`config.mk`:
```
export PLATFORM = sky130hd
export DESIGN_NAME = ps2_key_decoder
export DESIGN_NICKNAME = d
export VERILOG_FILES = /design/src/rtl/ps2_key_decoder_pkg.sv /design/src/rtl/ps2_frame_rx.sv /design/src/rtl/ps2_key_decoder.sv
export SDC_FILE = /design/constraint.sdc
export NUM_CORES = 1
export LEC_CHECK = 0
export BUFFER_PORTS_ARGS = -buffer_cell sky130_fd_sc_hd__buf_2
export CORE_MARGIN = 1
export CORE_UTILIZATION = 30
export DETAILED_ROUTE_END_ITERATION = 8
export HOLD_SLACK_MARGIN = 0.02
export PLACE_DENSITY_LB_ADDON = 0.05
export SETUP_SLACK_MARGIN = 0.02
export SYNTH_ARGS = -nofsm -noshare
export SYNTH_HDL_FRONTEND = slang
export SYNTH_SLANG_ARGS = --single-unit
export TNS_END_PERCENT = 10
```
`constraint.sdc`:
```
create_clock -name clock -period 2.5 [get_ports clock]
set_clock_uncertainty 0.1 [all_clocks]
set_input_delay 0.125 -clock clock [delete_from_list [all_inputs] [get_ports clock]]
set_output_delay 0.125 -clock clock [all_outputs]
set_load 0.02 [all_outputs]
```
`src/rtl/ps2_key_decoder_pkg.sv`:
```
// Shared constants and state encodings for the PS/2 keyboard receive path.
package ps2_key_decoder_pkg;

  localparam logic [7:0] PS2_BREAK  = 8'hF0;
  localparam logic [7:0] PS2_EXT    = 8'hE0;
  localparam logic [7:0] BKSP_CODE  = 8'h66;
  localparam logic [7:0] ENTER_CODE = 8'h5A;

  typedef enum logic [1:0] {IDLE, DATA, PARITY, STOP} rx_state_t;
  typedef enum logic       {NORMAL, BREAK}            dec_state_t;

endpackage

```
`src/rtl/ps2_frame_rx.sv`:
```
// PS/2 frame receiver: synchroniser, falling-edge detect, 11-bit frame FSM and timeout.
// byte_done/frame_error are registered pulses, 1 cycle after the synchronised stop-bit edge.
module ps2_frame_rx #(
  parameter int TIMEOUT_CYCLES = 50000
) (
  input  logic       clock,
  input  logic       reset,
  input  logic       ps2_clk,
  input  logic       ps2_data,
  output logic [7:0] rx_byte,
  output logic       byte_done,
  output logic       frame_error
);
  import ps2_key_decoder_pkg::*;

  localparam int TW = $clog2(TIMEOUT_CYCLES + 1);

  logic [1:0]    clk_sync, data_sync;
  logic          clk_prev;
  logic          fall, bit_in, timeout;
  rx_state_t     state, state_nx;
  logic [2:0]    bit_cnt, bit_cnt_nx;
  logic [7:0]    shreg, shreg_nx;
  logic          par, par_nx;
  logic [TW-1:0] to_cnt, to_cnt_nx;
  logic          byte_done_nx, frame_error_nx;

  assign fall    = clk_prev & ~clk_sync[1];
  assign bit_in  = data_sync[1];
  assign timeout = (state != IDLE) && !fall && (to_cnt == TW'(TIMEOUT_CYCLES - 1));
  assign rx_byte = shreg;

  // Synchroniser flops reset to the idle-high line level so reset release never fakes an edge.
  always_ff @(posedge clock or posedge reset) begin
    if (reset) begin
      clk_sync    <= 2'b11;
      data_sync   <= 2'b11;
      clk_prev    <= 1'b1;
      state       <= IDLE;
      bit_cnt     <= '0;
      shreg       <= '0;
      par         <= 1'b0;
      to_cnt      <= '0;
      byte_done   <= 1'b0;
      frame_error <= 1'b0;
    end else begin
      clk_sync    <= {clk_sync[0], ps2_clk};
      data_sync   <= {data_sync[0], ps2_data};
      clk_prev    <= clk_sync[1];
      state       <= state_nx;
      bit_cnt     <= bit_cnt_nx;
      shreg       <= shreg_nx;
      par         <= par_nx;
      to_cnt      <= to_cnt_nx;
      byte_done   <= byte_done_nx;
      frame_error <= frame_error_nx;
    end
  end

  always_comb begin
    state_nx       = state;
    bit_cnt_nx     = bit_cnt;
    shreg_nx       = shreg;
    par_nx         = par;
    byte_done_nx   = 1'b0;
    frame_error_nx = 1'b0;
    to_cnt_nx      = (state == IDLE || fall) ? '0 : to_cnt + 1'b1;

    if (timeout) begin
      state_nx       = IDLE;
      frame_error_nx = 1'b1;
      to_cnt_nx      = '0;
    end else if (fall) begin
      case (state)
        IDLE: begin
          if (!bit_in) begin
            state_nx   = DATA;
            bit_cnt_nx = '0;
          end
        end
        DATA: begin
          shreg_nx   = {bit_in, shreg[7:1]};
          bit_cnt_nx = bit_cnt + 3'd1;
          if (bit_cnt == 3'd7)
            state_nx = PARITY;
        end
        PARITY: begin
          par_nx   = bit_in;
          state_nx = STOP;
        end
        STOP: begin
          if (bit_in && (^{shreg, par}))
            byte_done_nx = 1'b1;
          else
            frame_error_nx = 1'b1;
          state_nx = IDLE;
        end
        default: state_nx = IDLE;
      endcase
    end
  end

endmodule

```
`src/rtl/ps2_key_decoder.sv`:
```
// PS/2 make/break decoder: turns received scan-code bytes into held-key level outputs.
// Outputs update 1 cycle after byte_done; qualifiers clear 1 cycle after key_press falls.
module ps2_key_decoder #(
  parameter int         TIMEOUT_CYCLES = 50000,
  parameter logic [7:0] BKSP_CODE      = ps2_key_decoder_pkg::BKSP_CODE,
  parameter logic [7:0] ENTER_CODE     = ps2_key_decoder_pkg::ENTER_CODE
) (
  input  logic       clock,
  input  logic       reset,
  input  logic       ps2_clk,
  input  logic       ps2_data,
  output logic [7:0] scan_code,
  output logic       code_valid,
  output logic       key_press,
  output logic       backspace,
  output logic       enter,
  output logic       frame_error
);
  import ps2_key_decoder_pkg::*;

  logic [7:0] rx_byte;
  logic       byte_done;

  ps2_frame_rx #(.TIMEOUT_CYCLES(TIMEOUT_CYCLES)) u_rx (
    .clock       (clock),
    .reset       (reset),
    .ps2_clk     (ps2_clk),
    .ps2_data    (ps2_data),
    .rx_byte     (rx_byte),
    .byte_done   (byte_done),
    .frame_error (frame_error)
  );

  dec_state_t dec_state, dec_state_nx;
  logic [7:0] held, held_nx, scan_nx;
  logic       cv_nx, kp_nx, bksp_nx, ent_nx;
  logic       clr_q, clr_nx;

  always_ff @(posedge clock or posedge reset) begin
    if (reset) begin
      dec_state  <= NORMAL;
      held       <= 8'h00;
      scan_code  <= 8'h00;
      code_valid <= 1'b0;
      key_press  <= 1'b0;
      backspace  <= 1'b0;
      enter      <= 1'b0;
      clr_q      <= 1'b0;
    end else begin
      dec_state  <= dec_state_nx;
      held       <= held_nx;
      scan_code  <= scan_nx;
      code_valid <= cv_nx;
      key_press  <= kp_nx;
      backspace  <= bksp_nx;
      enter      <= ent_nx;
      clr_q      <= clr_nx;
    end
  end

  always_comb begin
    dec_state_nx = dec_state;
    held_nx      = held;
    scan_nx      = scan_code;
    cv_nx        = 1'b0;
    kp_nx        = key_press;
    bksp_nx      = backspace;
    ent_nx       = enter;
    clr_nx       = 1'b0;

    // Qualifiers outlive key_press by one cycle so a negedge sampler sees them stable.
    if (clr_q) begin
      bksp_nx = 1'b0;
      ent_nx  = 1'b0;
    end

    if (byte_done) begin
      case (dec_state)
        NORMAL: begin
          if (rx_byte == PS2_BREAK) begin
            dec_state_nx = BREAK;
          end else if (rx_byte != PS2_EXT && !(key_press && rx_byte == held)) begin
            held_nx = rx_byte;
            scan_nx = rx_byte;
            cv_nx   = 1'b1;
            kp_nx   = 1'b1;
            bksp_nx = (rx_byte == BKSP_CODE);
            ent_nx  = (rx_byte == ENTER_CODE);
          end
        end
        BREAK: begin
          dec_state_nx = NORMAL;
          if (key_press && rx_byte == held) begin
            kp_nx  = 1'b0;
            clr_nx = 1'b1;
          end
        end
        default: dec_state_nx = NORMAL;
      endcase
    end
  end

endmodule
```
Word-level counts from Yosys, hierarchy flattened. Cells that the tools add are included.

Register bits: 51. Input port bits: 4. Output and inout port bits: 13. Word-level logic and storage cells: 99.

Add/sub/neg operators: 2. Equality and inequality tests: 16. Muxes and demuxes: 40. Bitwise logic cells: 5. Reduce and logical (&&, ||, !) cells: 19.

Operator list (count): $mux 16 (2); $mux 1 (29); $add 16x1->16 const B (1); $eq 16x16->1 const B (1); $eq 8x7->1 const B (2); $reduce_and 4->1 (3); $reduce_and 3->1 (3); $reduce_xor 9->1 (1); $eq 8x8->1 (1); $eq 8x8->1 const B (1); $mux 2 (4); $ne 8x8->1 const B (1); $pmux 2 s4 (1); $ne 2x2->1 const B (3); $pmux 3 s2 (1); $reduce_bool 2->1 (3); $logic_and 1x1->1 (5); $eq 2x2->1 const B (2); $not 1->1 (4); $pmux 1 s2 (2); $add 3x1->3 const B (1); $eq 3x3->1 const B (1); $mux 3 (1); $ne 3x1->1 const B (1); other kinds (7) (8).

Logic depth before layout (Yosys ltp).
Depth in word-level cells: 8. Mapped depth: 7. Depth with buffers taken out: 6.

Hierarchy. Synthesis repeated with hierarchy kept, for this count alone.

Cells, all modules: 229. Area total of the unflattened synthesis: 2555.0 um^2.

By module, submodules not included: ps2_frame_rx (times used 1, cells each 167, area each 1825.5 um^2, seq. area each 932.1 um^2); ps2_key_decoder (times used 1, cells each 62, area each 729.4 um^2, seq. area each 350.3 um^2).

Worst setup path after synthesis. No wires, ideal clock.

Kind: register to register. Start: reg u_rx.to_cnt[0]. End: reg u_rx.state[1]. Library setup time: 0.122 ns. Arrival time: 1.741 ns. Data required time: 2.278 ns. Setup slack: 0.537 ns. Stages on the path, launching flop included: 7. Path buffers: 0. Period minus slack after synthesis: 1.963 ns. Cells stage by stage: dfrtp_1 > ha_1 > nand3_2 > or4_4 > nor4_4 > o22ai_1 > a32o_1.

Word-level cells in the longest chain between the ends: 4. Elaborated cells between the ends (all ways): 7. Those cells by class: eq/ne (3); mux (1); reduce/logical (3).

RTL lines: from (decl) (line ps2_frame_rx.sv:25) `logic [TW-1:0] to_cnt, to_cnt_nx;`; from (signal assigned) (line ps2_frame_rx.sv:54) `to_cnt <= to_cnt_nx;`; $eq 16x16->1 (*) (line ps2_frame_rx.sv:30) `assign timeout = (state != IDLE) && !fall && (to_cnt == TW'(TIMEOUT_CYCLES - 1));`; $logic_and 1x1->1 (*) (line ps2_frame_rx.sv:30); $ne 3x3->1 (no line), or another cell as far along; $reduce_and 3->1 (no line); to (signal assigned) (line ps2_frame_rx.sv:50) `state <= state_nx;`; to (decl) (line ps2_frame_rx.sv:21) `rx_state_t state, state_nx;`.

Mark *: on every way between the ends. The rest lies on a longest branch, timed or not. A chain may end at the register's enable or synchronous reset.

Worst setup path after layout.
Start: reg u_rx.shreg[4] (netlist: u_rx.rx_byte[4]). End: reg held[3].

Word-level cells in the longest chain between the ends: 5. Elaborated cells between the ends (all ways): 8. Those cells by class: eq/ne (3); bitwise (1); reduce/logical (4).

RTL lines: from (decl) (line ps2_frame_rx.sv:23) `logic [7:0] shreg, shreg_nx;`; from (signal assigned) (line ps2_frame_rx.sv:52) `shreg <= shreg_nx;`; $eq 8x8->1 (line ps2_key_decoder.sv:82) `end else if (rx_byte != PS2_EXT && !(key_press && rx_byte == held)) begin`; $logic_and 1x1->1 (line ps2_key_decoder.sv:82); $logic_not 1->1 (line ps2_key_decoder.sv:82); $logic_and 1x1->1 (line ps2_key_decoder.sv:82); $reduce_and 4->1 (no line) (*); to (signal assigned) (line ps2_key_decoder.sv:51) `held <= held_nx;`; to (decl) (line ps2_key_decoder.sv:35) `logic [7:0] held, held_nx, scan_nx;`.

Marks and branches as above.

==> metrics.md <==
| Metric | Value |
|---|---|
| Clock Tree Root | clkbuf_8 |
| WP data arrival | 2.32 ns |
| WL/cell | 13.3 um |
| RSZ-0062 raised after global routing | false |
| Post-route clock period utilization | 89.4% |
| DIE AREA | 8560 um2 |
| Max cap viols | 0 |
| Global-route wire length before repair | 8460 um |
| Hold Violations, Final | 0 |
| Post-DRT Antenna Nets | 0 |
| DP Wirelength | 3290 um |
| Switch share | 33.9% |
| CTS Sinks | 51 |
| IO Port Bufs | 16 |
| TritonCTS clock tree | yes |
| Total number of vias | 1624 |
| Flops & latches, synth | 51 |
| Crit. End Element | flop |
| Commonest non-fill, non-tap cell in the layout | dfrtp_1 |
| Unique cell type count in the Yosys netlist | 39 |
| NumNets Final | 260 |
| Commonest non-fill, non-tap cells in the layout | 46 x dfrtp_1, 24 x nor2_1, 20 x xnor2_1 |
| Final core occ | 36.5% |
| Syn Inst Count | 220 |
| Status | finished, final reports clean |
| Die Ht | 92.5 um |
| Crit start category | flop |
| FP Rows | 32 |
| GR Util All Layers | 12.8% |
| Post-synthesis cell area | 2460 um2 |
| Vias in the first global route | 1732 |
| Clk network pwr share | 20.7% |
| P&R area growth vs syn | 16.0% |
| Tmin final | 2.23 ns |
| Crit Path Class | flop to flop |
| Final setup TNS | 0 ns |
| Rel. slew slack | 29.2% |
| Sequential fraction of the synthesis area | 52.2% |
| Fmax | 447 MHz |
| Power per cell area | 868 nW/um2 |
| Worst-path clk slew | 0.09 ns |
| Core Region | 7810 um2 |
| Worst-Margin Slew | 1.06 ns |
| Drt first-iter violations | 54 |
| DRC | 0 |
| Internal Pwr Total | 1.64 mW |
| Psw | 840 uW |
| Clk_lat worst skew | 0.29 ns |
| Grt ovf | 0 |
| Leakage power | 1.29 nW |
| Final RePlAce weighted congestion | 0.697 |
| Final setup violation count | 0 |
| Hold WC Path Type | flop to flop |
| WP data required | 2.58 ns |
| # IOs | 17 |
| Syn Area/Cell | 11.2 um2 |
| DRT Pass-1 Iters | 4 |
| CTS buffer count | 5 |
| Number of diodes | 0 |
| Die Wd | 92.5 um |
| Clk buf depth | 2 |
| Worst vdd ir | 0.275 mV |
| Syn nets | 231 |
| Initial core utilization | 31.5% |
| Total Wirelength | 4680 um |
| Largest net degree at the start of global routing | 30 |
| Slew Limit Fails | 0 |
| Comb power frac | 36.4% |
| Flop pwr share | 42.9% |
| Crit-path max FO | 13 |
| Yosys warnings | 0 |
| H-tree depth | 2 |
| Vias per inst | 4.61 |
| Share of cells above drive strength 1 | 24.4% |
| Initial antenna violation count | 0 |
## critical path: stages (launching register included)
cell and delay [ns]:
dfrtp_1 0.41, xnor2_1 0.15, nand3_1 0.15, o31ai_2 0.90, mux2_2 0.42
## metal layers
metal	part of all wire, %	routed length, um	vias to the layer above	track usage [%]
met2	47	2180	17	20.4
met5	0	0	-	0
li1	-	-	805	-
met4	0.66	31	0	4.04
met3	2.8	130	2	2.79
met1	50	2340	800	17.2
## power by group through the flow
stage / Combinational (mW) / Clock, mW / Sequential, mW
finish: 0.901 / 0.513 / 1.06
global route: 1.02 / 0.590 / 1.09
CTS: 0.922 / 0.549 / 1.06
detailed placement: 0.912 / 0 / 1.08
global placement: 0.923 / 0 / 1.08
floorplan: 0.662 / 0 / 1.09
## cells in the mapped netlist
master / instances / area share, %
o2bb2ai_1: 1 / 0.36
nor4_1: 5 / 1.3
a32o_1: 2 / 0.81
o21ai_1: 1 / 0.20
buf_2: 1 / 0.20
dfrtp_1: 46 / 47
nor2b_1: 3 / 0.76
o21ai_0: 9 / 1.8
a211oi_1: 1 / 0.31
inv_1: 9 / 1.4
clkbuf_2: 1 / 0.20
o31ai_4: 1 / 0.87
nand3b_1: 2 / 0.61
nor3b_1: 2 / 0.61
nand4_1: 3 / 0.76
nor4bb_1: 2 / 0.81
xnor2_1: 20 / 7.1
dfstp_2: 5 / 5.3
nor3_1: 1 / 0.20
nor4_4: 1 / 0.87
o22ai_1: 1 / 0.25
xnor3_1: 1 / 0.92
nand3_2: 1 / 0.41
o31ai_2: 1 / 0.51
nand2_1: 13 / 2.0
buf_4: 1 / 0.31
or4_4: 1 / 0.46
nand3_1: 14 / 2.8
clkbuf_1: 5 / 0.76
and3_1: 1 / 0.25
xor2_1: 8 / 2.8
mux2_2: 15 / 6.9
a21oi_1: 3 / 0.61
nand4b_1: 1 / 0.36
nor2_1: 24 / 3.7
ha_1: 7 / 3.6
nand2b_1: 5 / 1.3
buf_6: 1 / 0.46
o31ai_1: 1 / 0.31
## stage by stage
step	hold slack (ns)	worst slack, ns	cells	instance area (um2)	power, mW
6_report	0.259	0.265	352	2850	2.47
5_1_grt	0.270	0.0539	352	2850	2.69
4_1_cts	0.261	0.190	352	2850	2.53
3_5_place_dp	0.103	0.200	341	2720	1.99
3_3_place_gp	0.105	0.236	341	2720	2.00
2_1_floorplan	0.0295	0.537	220	2460	1.75
## what timing repair did
item | in CTS | in global routing
endpoints found under the setup margin | 0 | 0
endpoints found under the hold margin | 24 | 0
hold buffers | 3 | 0
gates resized for setup | 0 | 0
buffers inserted | 0 | 0
## kinds of logic (layout without fill, tap and decap cells)
logic type | count (synthesis) | in the layout | synth area share (%)
buffers and inverters | 18 | 48 | 3.31
AO/OA/AOI/OAI | 21 | 21 | 6.06
multiplexers | 15 | 15 | 6.87
AND/OR/NAND/NOR | 79 | 79 | 17.2
adder cells (fa/ha/maj) | 7 | 7 | 3.56
XOR/XNOR | 29 | 29 | 10.9
flip-flops | 51 | 51 | 52.2
## flip-flops by register name (all words and copies together), names as in the netlist, 2 cells and up
register        count
u_rx.state          2
held                8
u_rx.data_sync      2
u_rx.rx_byte        8
u_rx.clk_sync       2
u_rx.to_cnt        16
u_rx.bit_cnt        3
## final cells by class
type                    count  area [um2]
fillers                   801        4960
flip-flops and latches     51        1280
multi-input cells         151        1090
repair buffers             31         213
well taps                 102         128
clock buffers               8         100
inverters                   9        33.8
## final timing paths
| check | from | endpoint | slack (ns) | cells past startpoint |
|---|---|---|---|---|
| max in group asynchronous | reset | u_rx.clk_sync[0] | 1.37 | 4 |
| hold / removal | u_rx.data_sync[0] | u_rx.data_sync[1] | 0.26 | 0 |
| min in group asynchronous | reset | code_valid | 0.30 | 3 |
| setup / recovery | u_rx.rx_byte[4] | held[3] | 0.27 | 4 |
| setup reg to reg | u_rx.rx_byte[4] | held[3] | 0.27 | 4 |
| hold reg to reg | u_rx.data_sync[0] | u_rx.data_sync[1] | 0.26 | 0 |
Note: power is estimated with default switching activity, not from simulation.
